File: src/rtl/dma_priority_resolver.sv
// -----------------------------------------------------------------------------
// dma_priority_resolver
//
// Arbitration stage of an 8237A-style DMA controller. It combines the DREQ pins
// with the software request and mask registers, picks one channel (fixed or
// rotating priority), runs the HRQ/HLDA hold handshake with the CPU, drives
// DACK and reports which channel owns the bus to timing control.
//
// Optional build macro:
//   DMA_DREQ_SYNC_EN  - route DREQ through a 2-flop synchronizer (reset to 0)
//                       before polarity correction. DREQ->HRQ latency becomes
//                       3 cycles and reqPending lags the pins by 2 more cycles.
//                       Undefined: DREQ must already be CLK-synchronous.
//
// Ports:
//   CLK         in   system clock, rising edge
//   RESET       in   asynchronous active-high reset
//   DREQ        in   [NUM_CH] raw request pins, polarity from commandReg[6]
//   HLDA        in   hold acknowledge from the CPU
//   commandReg  in   [8] [2]=disable [4]=rotating [6]=DREQ low [7]=DACK high
//   requestReg  in   [8] software requests (not maskable)
//   maskReg     in   [8] per-channel DREQ mask, 1 = masked
//   srvDone     in   one-cycle pulse, service of the granted channel finished
//   HRQ         out  hold request to the CPU
//   DACK        out  [NUM_CH] channel acknowledge, polarity from commandReg[7]
//   activeCh    out  [CH_W] granted channel index
//   chValid     out  high while the grant is held
//   reqPending  out  [NUM_CH] registered unmasked request status
//   dbg_state   out  [2] FSM state: 0 IDLE, 1 REQ, 2 GRANT, 3 RELEASE
//
// Handshake: HRQ rises once a request is seen with the controller enabled and
// HLDA low. The grant starts on the first cycle HLDA is seen high while HRQ is
// up and ends on srvDone (normal) or an HLDA fall (abort). After srvDone HRQ
// stays low until HLDA has been observed low, so HRQ is never re-raised while
// the CPU is still holding the bus.
// -----------------------------------------------------------------------------
module dma_priority_resolver #(
    parameter int NUM_CH = 4,
    parameter int CH_W   = $clog2(NUM_CH)
) (
    input  logic              CLK,
    input  logic              RESET,
    input  logic [NUM_CH-1:0] DREQ,
    input  logic              HLDA,
    input  logic [7:0]        commandReg,
    input  logic [7:0]        requestReg,
    input  logic [7:0]        maskReg,
    input  logic              srvDone,
    output logic              HRQ,
    output logic [NUM_CH-1:0] DACK,
    output logic [CH_W-1:0]   activeCh,
    output logic              chValid,
    output logic [NUM_CH-1:0] reqPending,
    output logic [1:0]        dbg_state
);

    typedef enum logic [1:0] {
        S_IDLE    = 2'd0,
        S_REQ     = 2'd1,
        S_GRANT   = 2'd2,
        S_RELEASE = 2'd3
    } state_t;

    state_t              state_q, state_d;
    logic                hrq_q, hrq_d;
    logic                ch_valid_q, ch_valid_d;
    logic [CH_W-1:0]     active_ch_q, active_ch_d;
    logic [CH_W-1:0]     low_ptr_q, low_ptr_d;
    logic [NUM_CH-1:0]   req_pending_q, req_pending_d;

    logic [NUM_CH-1:0]   dreq_raw;
    logic [NUM_CH-1:0]   dreq;
    logic [NUM_CH-1:0]   eff;
    logic [NUM_CH-1:0]   grant_vec;
    logic [CH_W-1:0]     search_start;
    logic [CH_W-1:0]     search_idx;
    logic [CH_W-1:0]     winner;
    logic                winner_found;
    logic                ctrl_disable;
    logic                unused_bits;

    // Command bits not decoded here (mem-to-mem etc. belong to timing control).
    assign unused_bits = ^{commandReg[5], commandReg[3], commandReg[1:0],
                           requestReg[7:NUM_CH], maskReg[7:NUM_CH]};

`ifdef DMA_DREQ_SYNC_EN
    logic [NUM_CH-1:0] sync1_q, sync1_d;
    logic [NUM_CH-1:0] sync2_q, sync2_d;

    always_comb begin
        sync1_d = DREQ;
        sync2_d = sync1_q;
    end

    always_ff @(posedge CLK or posedge RESET) begin
        if (RESET) begin
            sync1_q <= '0;
            sync2_q <= '0;
        end else begin
            sync1_q <= sync1_d;
            sync2_q <= sync2_d;
        end
    end

    assign dreq_raw = sync2_q;
`else
    assign dreq_raw = DREQ;
`endif

    assign ctrl_disable = commandReg[2];
    assign dreq         = dreq_raw ^ {NUM_CH{commandReg[6]}};
    assign eff          = (dreq & ~maskReg[NUM_CH-1:0]) | requestReg[NUM_CH-1:0];

    // Priority search: fixed starts at ch0; rotating starts just above the
    // channel serviced last, so that channel ends up lowest.
    always_comb begin
        search_start = commandReg[4] ? low_ptr_q + CH_W'(1) : '0;
        search_idx   = '0;
        winner       = '0;
        winner_found = 1'b0;
        for (int i = 0; i < NUM_CH; i++) begin
            search_idx = search_start + CH_W'(i);
            if (!winner_found && eff[search_idx]) begin
                winner_found = 1'b1;
                winner       = search_idx;
            end
        end
    end

    // Next-state / output logic
    always_comb begin
        state_d       = state_q;
        hrq_d         = hrq_q;
        ch_valid_d    = ch_valid_q;
        active_ch_d   = active_ch_q;
        low_ptr_d     = low_ptr_q;
        req_pending_d = dreq | requestReg[NUM_CH-1:0];

        case (state_q)
            S_IDLE: begin
                if (!ctrl_disable && winner_found && !HLDA) begin
                    state_d     = S_REQ;
                    hrq_d       = 1'b1;
                    active_ch_d = winner;
                end
            end
            S_REQ: begin
                if (ctrl_disable || !winner_found) begin
                    state_d = S_IDLE;
                    hrq_d   = 1'b0;
                end else begin
                    // Keep following the best request until the CPU yields.
                    active_ch_d = winner;
                    if (HLDA) begin
                        state_d    = S_GRANT;
                        ch_valid_d = 1'b1;
                    end
                end
            end
            S_GRANT: begin
                // The disable bit is deliberately not looked at here: an
                // in-flight service always runs to srvDone or HLDA loss.
                if (srvDone) begin
                    state_d    = S_RELEASE;
                    hrq_d      = 1'b0;
                    ch_valid_d = 1'b0;
                    low_ptr_d  = active_ch_q;
                end else if (!HLDA) begin
                    // Abort: the serviced channel keeps its priority slot.
                    state_d    = S_IDLE;
                    hrq_d      = 1'b0;
                    ch_valid_d = 1'b0;
                end
            end
            S_RELEASE: begin
                if (!HLDA) begin
                    state_d = S_IDLE;
                end
            end
            default: begin
                state_d    = S_IDLE;
                hrq_d      = 1'b0;
                ch_valid_d = 1'b0;
            end
        endcase
    end

    always_ff @(posedge CLK or posedge RESET) begin
        if (RESET) begin
            state_q       <= S_IDLE;
            hrq_q         <= 1'b0;
            ch_valid_q    <= 1'b0;
            active_ch_q   <= '0;
            low_ptr_q     <= CH_W'(NUM_CH - 1);
            req_pending_q <= '0;
        end else begin
            state_q       <= state_d;
            hrq_q         <= hrq_d;
            ch_valid_q    <= ch_valid_d;
            active_ch_q   <= active_ch_d;
            low_ptr_q     <= low_ptr_d;
            req_pending_q <= req_pending_d;
        end
    end

    // DACK is decoded from registered state so that reset and polarity
    // changes show up on the pins without waiting for a clock edge.
    always_comb begin
        grant_vec = '0;
        if (state_q == S_GRANT) begin
            grant_vec[active_ch_q] = 1'b1;
        end
        DACK = commandReg[7] ? grant_vec : ~grant_vec;
    end

    assign HRQ        = hrq_q;
    assign chValid    = ch_valid_q;
    assign activeCh   = active_ch_q;
    assign reqPending = req_pending_q;
    assign dbg_state  = state_q;

endmodule

File: config.mk
export PLATFORM = sky130hd
export DESIGN_NAME = dma_priority_resolver
export DESIGN_NICKNAME = d
export VERILOG_FILES = /design/src/rtl/dma_priority_resolver.sv
export SDC_FILE = /design/constraint.sdc
export NUM_CORES = 1
export LEC_CHECK = 0
export CORE_MARGIN = 8
export CORE_UTILIZATION = 43
export DETAILED_ROUTE_END_ITERATION = 8
export GPL_TIMING_DRIVEN = 0
export MAX_ROUTING_LAYER = met4
export PLACE_DENSITY = 0.81
export SYNTH_ARGS = -nofsm -noshare
export SYNTH_HDL_FRONTEND = slang
export SYNTH_SLANG_ARGS = --single-unit
File: constraint.sdc
create_clock -name CLK -period 2.94 [get_ports CLK]
set_clock_uncertainty 0.05 [all_clocks]
set_input_delay 0.735 -clock CLK [delete_from_list [all_inputs] [get_ports CLK]]
set_output_delay 0.735 -clock CLK [all_outputs]
set_load 0.01 [all_outputs]
[After elaboration in Yosys (flattened, before gate mapping)]
Cells that the tools add are included.
Word-level totals
  logic and storage cells: 91
  register bits after elaboration: 12
  input bits: 32
  output and inout port bits: 14
Operators by class
  reduce and logical (&&, ||, !) cells: 22
  bitwise operators: 6
  muxes and demuxes: 38
  equality and inequality tests: 9
  order comparisons: 6
  add/subtract/negate cells: 4
Operators by type and width (count)
  2-bit two-way mux: 12
  2-bit by 3-bit less-than comparator with 1-bit output (second input constant): 5
  1-bit two-way mux: 15
  1-bit binary-select mux with 2-bit select: 4
  4-bit two-way mux: 2
  2-bit != test (second input constant): 4
  4-bit inverter: 2
  4-bit bitwise OR: 2
  2-bit case mux with 4 select lines: 1
  4-bit AND reduction: 2
  1-bit logical AND: 6
  1-bit zero test: 6
  3-bit != test (second input constant): 2
  2-bit by 1-bit adder with 2-bit output (second input constant): 2
  2-bit adder (second input constant): 2
  4-bit AND: 1
  2-bit == test (second input constant): 2
  2-bit case mux with 2 select lines: 1
  2-bit AND reduction: 2
  2-bit nonzero test: 2
  4-bit bitwise XOR: 1
  1-bit case mux with 3 select lines: 1
  3-bit AND reduction: 1
  3-bit nonzero test: 1
  other kinds (6): 6

[Logic depth before layout (Yosys ltp)]
Gate-level depths: netlist of the first run.
  word-level depth: 19
  depth in mapped cells: 7
  depth with buffers taken out: 7

[Worst setup path before layout of the first run]
Ideal clock, no wire load.
  path type: input-to-reg
  start point: input commandReg[6]
  end point: register state_q[1], in the netlist dbg_state[1]
  slack: 0.672 ns
  stages: 7
  setup time: 0.123 ns
  arrival time: 2.095 ns
  path buffers: 1
  data required time: 2.767 ns
  cell sequence: buf_6 > xnor2_4 > o21bai_4 > o41ai_2 > mux2_2 > o21ai_1 > o21ai_1
Between the ends
  word-level cells in the longest chain between the ends: 19
  elaborated cells between the ends (all ways): 30
  classes of those cells: eq/ne (2); mux (14); bitwise (3); reduce/logical (11)
RTL lines
  start, declared: RTL line 45  | input logic [7:0] commandReg,
  4-bit bitwise XOR *: RTL line 111  | assign dreq = dreq_raw ^ {NUM_CH{commandReg[6]}};
  4-bit AND *: RTL line 112  | assign eff = (dreq & ~maskReg[NUM_CH-1:0]) | requestReg[NUM_CH-1:0];
  4-bit bitwise OR *: RTL line 112
  1-bit binary-select mux with 2-bit select: RTL line 123  | if (!winner_found && eff[search_idx]) begin
  1-bit two-way mux (not written as such): RTL line 123
  1-bit two-way mux: RTL line 123
  1-bit zero test: RTL line 123
  1-bit logical AND: RTL line 123
  [3 not listed]
  1-bit two-way mux: RTL line 123
  1-bit zero test: RTL line 123
  1-bit logical AND: RTL line 123
  1-bit two-way mux *: RTL line 123
  1-bit zero test / 1-bit logical AND (equally long branches): RTL line 148, 141
  1-bit logical OR / 1-bit logical AND (equally long branches): RTL line 148, 141
  2-bit two-way mux, or another cell as far along: RTL line 148  | if (ctrl_disable || !winner_found) begin
  2-bit case mux with 4 select lines / 2-bit AND reduction (equally long branches)
  end signal, assigned: RTL line 197  | state_q <= state_d;
  end, declared: RTL line 64  | state_t state_q, state_d;
Mark *: on every way between the ends. The rest lies on a longest branch, timed or not. The select of a mux whose other input is x is not followed.
A chain may end at the register's enable or synchronous reset.

[Worst setup path in the final report of the first run]
  start point: input commandReg[7]
  end point: output DACK[2]
Between the ends
  word-level cells in the longest chain between the ends: 1
RTL lines
  4-bit two-way mux: RTL line 213  | DACK = commandReg[7] ? grant_vec : ~grant_vec;
  end, declared: RTL line 50  | output logic [NUM_CH-1:0] DACK,
No other way between the ends.

==> flow_summary_export.csv, run 1 <==
group,metric,value,unit
outcome,status,"complete, no violations",
power,sw_frac_of_total,39.4,%
routing,drtPass1Iterations,4,
setup_path,critPathKind,"primary input to output port",
routing,routed_wl,2.14,mm
setup_path,r2r-start,"dbg_state[0]",
synth,ys_warn_count,0,
sta,worstMarginPinSlew,475,ps
global_route,grt_max_degree,13,
sta,final-setup-viol-count,0,
clock_tree,post_cts_buffers,0,
sta,maxSlewHeadroom,68.2,%
layout,syn2layout_area_growth,42.2,%
power,p_int,0.000554,W
layout,layout_commonest_cell,"clkdlybuf4s50_1",
routing,vias,810,
synth,syn_nets,135,
clock_tree,clockBufferDepth,2,
routing,drt_iter0_markers,20,
routing,vias_per_cell,5.00,
routing,ant_nets,0,
global_route,gr-usage-all-layers,11.3,%
routing,routedWlPerCell,13.2,um
hold_path,worstHoldStart,"HRQ",
power,power_density,672,nW/um^2
synth,synth-async-reset-ratio,100,%
clock_tree,cts_root_buf,"clkbuf_4",
die,die_h,63.2,um
die,core-area,2150,um^2
setup_path,reg2reg_to,"activeCh[1]",
sta,max_clock_freq,355,MHz
synth,synth.avg_cell_area,9.77,um^2
clock_tree,htree_levels,1,
die,die_w,63.2,um
die,floorplan.initialDensity,44.6,%
setup_path,startpoint_type,"primary input",
sta,rsz0062_at_grt,"no",
setup_path,critPathMaxFanout,4,
setup_path,arrival,2030,ps
setup_path,rr_worst_depth,6,
power,p_sw,0.000360,W
placed_design,dp_hpwl,1.80,mm
hold_path,min_path_type,"register to register",
global_route,grt-ovfl-total,0,
sta,drv_slew,0,
die,io_pins,46,
layout,drive_gt1_share,16.4,%
hold_path,whs_endpoint,"HRQ",
setup_path,setup.worst_path.end_class,"output port",
placed_design,port-buffer-count,32,
layout,diodes,0,
sta,timing.final.crit_share,95.7,%
setup_path,rrSetupSlack,1120,ps
power,ir_drop,0.431,mV
sta,timing.final.crit_period,2810,ps
synth,synth_edf_count,0,
clock_tree,clk_latency,270,ps
synth,ys_types,35,
synth,ys_seq_area_share,31.6,%
power,power.leakage,0.541,nW
clock_tree,cts_tree,"yes",
die,rows,17,
placed_design,gp_congestion,0.801,
die,dieArea,3990,um^2
synth,ys_ff_latch,12,
hold_path,whs_path_depth,2,
sta,holdWs,489,ps
global_route,grt_pass1_wl,3.73,mm
clock_tree,numCtsBuffers,3,
flow_run,cap_violations,0,
power,clock_power_share,14.9,%
sta,setup_tns,0,ps
layout,fin_nets,172,
global_route,grt_pass1_vias,846,
clock_tree,cts_sinks,12,
layout,layout_common_cells,"clkdlybuf4s50_1, dfrtp_1, inv_1, nor2_1, nand2_1",
routing,route.detailed.drc,0,
synth,syn_inst,98,
clock_tree,clk_pin_slew,80,ps
power,p_comb_share,53.9,%
synth,synth_ff_type,"dfrtp_1",
sta,hold_viol_final,0,
setup_path,crit_required,2150,ps
synth,syn_area,957,um^2
global_route,antenna_found_initial,0,
power,p_seq_share,31.3,%
## metrics by stage
step	power (W)	instances	instance area, um^2	worst slack [ps]	utilization, %
2_1_floorplan	0.000581	98	957	672	-
3_3_place_gp	0.000747	158	1310	136	61.1
3_5_place_dp	0.000774	158	1310	113	61.1
4_1_cts	0.000907	162	1350	23.8	62.8
5_1_grt	0.000986	162	1360	7.04	63.4
6_report	0.000914	162	1360	125	63.4
## layer usage
metal | wire length [um] | part of all wire, % | track usage (%)
met1 | 966 | 45 | 12.6
met2 | 1040 | 49 | 19.6
met3 | 99 | 4.6 | 2.47
met4 | 27 | 1.3 | 3.34
met5 | 0 | 0 | -
## power groups by stage
stage | Combinational (W) | Sequential, W | Clock, W
after floorplan | 0.000286 | 0.000295 | 0
after global placement | 0.000464 | 0.000283 | 0
after detailed placement | 0.000486 | 0.000288 | 0
after CTS | 0.000487 | 0.000285 | 0.000136
after global routing | 0.000541 | 0.000296 | 0.000148
final | 0.000493 | 0.000286 | 0.000136
## synth_stat cells, drive strengths merged, types with 2 or more instances
master / count / area share (%)
dfrtp: 10 / 26
o21ai: 10 / 5.2
inv: 9 / 3.5
nor2: 9 / 3.5
nand2: 7 / 2.7
xnor2: 7 / 11
a21oi: 6 / 3.1
ha: 5 / 6.5
o21bai: 5 / 7.1
mux2: 3 / 3.5
nand2b: 3 / 2.0
a211oi: 2 / 1.6
dfstp: 2 / 5.5
mux2i: 2 / 2.1
nand3: 2 / 1.0
nor3: 2 / 1.0
o41ai: 2 / 4.6
## final cells by class
cell class | count | area [um^2]
multi-input combinational | 75 | 618
inverter | 9 | 33.8
clock buffer | 4 | 36.3
timing repair buffer | 32 | 320
tap | 28 | 35.0
sequential | 12 | 303
buffer | 2 | 15.0
fill | 170 | 787
## cell families (layout without fill, tap and decap cells)
group                      count (synthesis)  in the layout  synth area share (%)
and+or+nand+nor                           26             26                  12.4
muxes                                      5              5                  5.62
buffers and inverters                     11             47                  5.10
DFF                                       12             12                  31.6
xor gates and xnor gates                   8              8                  12.0
adders and majority gates                  5              5                  6.54
AOI/OAI and AO/OA                         31             31                  26.7
## flip-flops by register name, summed over array words and instances, names as in the netlist
name        flops
low_ptr_q       2
reqPending      4
chValid         1
activeCh        2
dbg_state       2
HRQ             1
## how the worst max path moves through the flow
stage / start / end / slack, ps / cells after the start
finish: commandReg[7] / DACK[2] / 130 / 3
global route: dbg_state[0] / DACK[0] / 7 / 6
CTS: dbg_state[0] / DACK[0] / 20 / 6
detailed placement: commandReg[7] / DACK[2] / 110 / 3
global placement: commandReg[7] / DACK[3] / 140 / 3
floorplan: commandReg[6] / dbg_state[1] / 670 / 7
## worst max-delay path, cell delays in order
cell and delay [ps]:
clkdlybuf4s50_1 580, xnor2_1 150, clkdlybuf4s50_1 570
## what timing repair did
action / CTS / global route
endpoints found under the hold margin: 0 / 0
hold buffers: 0 / 0
gates resized for setup: 0 / 2
setup endpoints to repair: 0 / 3
Note: power is estimated with default switching activity, not from simulation.
==> run 2: changes to the inputs <==
==> constraint.sdc (replaced) <==
create_clock -name CLK -period 2.94 [get_ports CLK]
set_clock_uncertainty 0.05 [all_clocks]
set_input_delay 0.441 -clock CLK [delete_from_list [all_inputs] [get_ports CLK]]
set_output_delay 0.441 -clock CLK [all_outputs]
set_load 0.01 [all_outputs]
==> run 2 against run 1 <==
Net effect:
- sequential power about the same
- core utilization fell by 0.58 points
- count of clock-buffer cells in the layout stayed put
- cell count unchanged
- cell area decreased by 0.92%
- maximum frequency grew 7.9%
- hold slack lost 50 ps
- die area is the same
- sequential share of layout area increased by 0.21 points
- via count increased by 0.12%
- non-clock buffer count unchanged
==> flow_summary_export.csv, run 2 (same netlist as run 1, synthesis figures left out) <==
group,metric,value,unit
die,die_w,63.2,um
setup_path,critPathMaxFanout,8,
clock_tree,cts_resized,0,
layout,n_fill_cell,175,
sta,final-setup-viol-count,0,
routing,drt_iter0_markers,23,
setup_path,cpPeakStageDelay,550,ps
die,floorplan.initialDensity,44.6,%
sta,rsz0062_at_grt,"no",
power,ir_drop,0.424,mV
die,io_pins,46,
routing,ant_nets,0,
global_route,antenna_found_initial,0,
routing,vias_per_cell,5.01,
global_route,gr-usage-all-layers,11.3,%
flow_run,cap_violations,0,
layout,largest_reg_flops,4,
setup_path,cp_top_family,"buffers and inverters",
routing,dr_wl_met3,101,um
global_route,grt_pass1_wl,3.73,mm
clock_tree,cts_sinks,12,
power,power_density,671,nW/um^2
die,dieArea,3990,um^2
sta,drv_slew,0,
layout,layout_commonest_cell,"clkdlybuf4s50_1",
sta,timing.final.crit_share,88.7,%
clock_tree,cts_tree,"yes",
die,rows,17,
clock_tree,post_cts_buffers,0,
setup_path,startpoint_type,"register",
setup_path,crit_required,2450,ps
layout,multiInputGateArea,606,um^2
layout,fin_nets,172,
sta,setup_tns,0,ps
sta,worstMarginPinSlew,472,ps
routing,routed_wl,2.13,mm
sta,maxSlewHeadroom,68.4,%
global_route,grt-ovfl-total,0,
setup_path,critPathKind,"register to output port",
sta,hold_viol_final,0,
layout,diodes,0,
routing,route.detailed.drc,0,
routing,vias,811,
layout,syn2layout_area_growth,40.9,%
outcome,status,"complete, no violations",
layout,regArea,303,um^2
clock_tree,numCtsBuffers,3,
sta,setup_slack,331,ps
routing,wl_met1,961,um
clock_tree,hold_buffers,0,
hold_path,min_path_type,"primary input to async pin",
setup_path,cpMostUsedCell,"inv_1",
placed_design,placedCellCount,158,
placed_design,dp_hpwl,1.80,mm
setup_path,setup.worst_path.end_class,"output port",
global_route,grt_pass1_vias,846,
power,power.leakage,0.542,nW
routing,top_layer_used,"met4",
clock_tree,clk_latency,270,ps
clock_tree,htree_levels,1,
clock_tree,clockBufferDepth,2,
clock_tree,cts_root_buf,"clkbuf_4",
layout,layout_common_cells,"clkdlybuf4s50_1, dfrtp_1, inv_1, nor2_1, nand2_1",
layout,postLayoutCoreUtil,62.8,%
placed_design,pre_cts_ws,468,ps
placed_design,port-buffer-count,32,
clock_tree,clk_pin_slew,80,ps
placed_design,gp_congestion,0.801,
sta,timing.final.crit_period,2610,ps
layout,drive_gt1_share,15.7,%
die,core-area,2150,um^2
setup_path,critical_path_buf_inv_count,3,
die,die_h,63.2,um
setup_path,path_cells,"inv_1, ha_1, inv_1, nor3_1, xnor2_1, clkdlybuf4s50_1",
setup_path,slowest_stage,"clkdlybuf4s50_1",
routing,wl_met2,1.04,mm
routing,drtPass1Iterations,4,
routing,routedWlPerCell,13.2,um
setup_path,arrival,2120,ps
sta,max_clock_freq,383,MHz
layout,stdcell_count,162,
global_route,grt_max_degree,13,
[run 2: changes by cell type in the layout (fill, tap and decap cells not counted)]
cell  delta
ha_1     +1
ha_4     -1
[run 2: worst register-to-register path, cell delays in order, from the launching register on]
cell and delay [ps]:
dfrtp_1 420, inv_1 140, ha_1 180, clkbuf_1 270, nor2_1 70, a211o_2 310
o31ai_1 240
[run 2: stage by stage]
| step | hold slack, ps | instance area (um^2) | total power, W |
|---|---|---|---|
| after floorplan | 254 | 957 | 0.000581 |
| after global placement | 463 | 1310 | 0.000747 |
| after detailed placement | 470 | 1310 | 0.000774 |
| after CTS | 448 | 1350 | 0.000907 |
| after global routing | 443 | 1350 | 0.000977 |
| final | 439 | 1350 | 0.000904 |
[run 2: path summary, 6_finish.rpt]
check	cells after the start	to	from	slack, ps
setup reg to reg	6	activeCh[1]	dbg_state[0]	1180
setup / recovery	6	DACK[0]	dbg_state[0]	330
hold reg to reg	2	HRQ	HRQ	490
hold / removal	2	HRQ	RESET	440
min in group CLK	3	reqPending[3]	commandReg[6]	440
max in group asynchronous	2	low_ptr_q[0]	RESET	2060
[run 2: final cells by class]
class,count,area share (%)
multi-input combinational,75,44.9
timing repair buffer,32,23.7
sequential,12,22.4
clock buffer,4,2.69
tap,28,2.60
inverter,9,2.50
buffer,2,1.11
[run 2: routing by layer]
| layer | global-route usage, % | up-vias |
|---|---|---|
| met5 | - | - |
| met4 | 3.34 | 0 |
| met3 | 2.47 | 2 |
| met2 | 19.6 | 29 |
| met1 | 12.6 | 370 |
| li1 | - | 410 |
[run 2: where the power goes]
part,total [W],internal [W],switching (W)
Clock,0.000136,0.0000752,0.0000607
Combinational,0.000484,0.000248,0.000237
Sequential,0.000284,0.000228,0.0000562
Total,0.000904,0.000551,0.000353
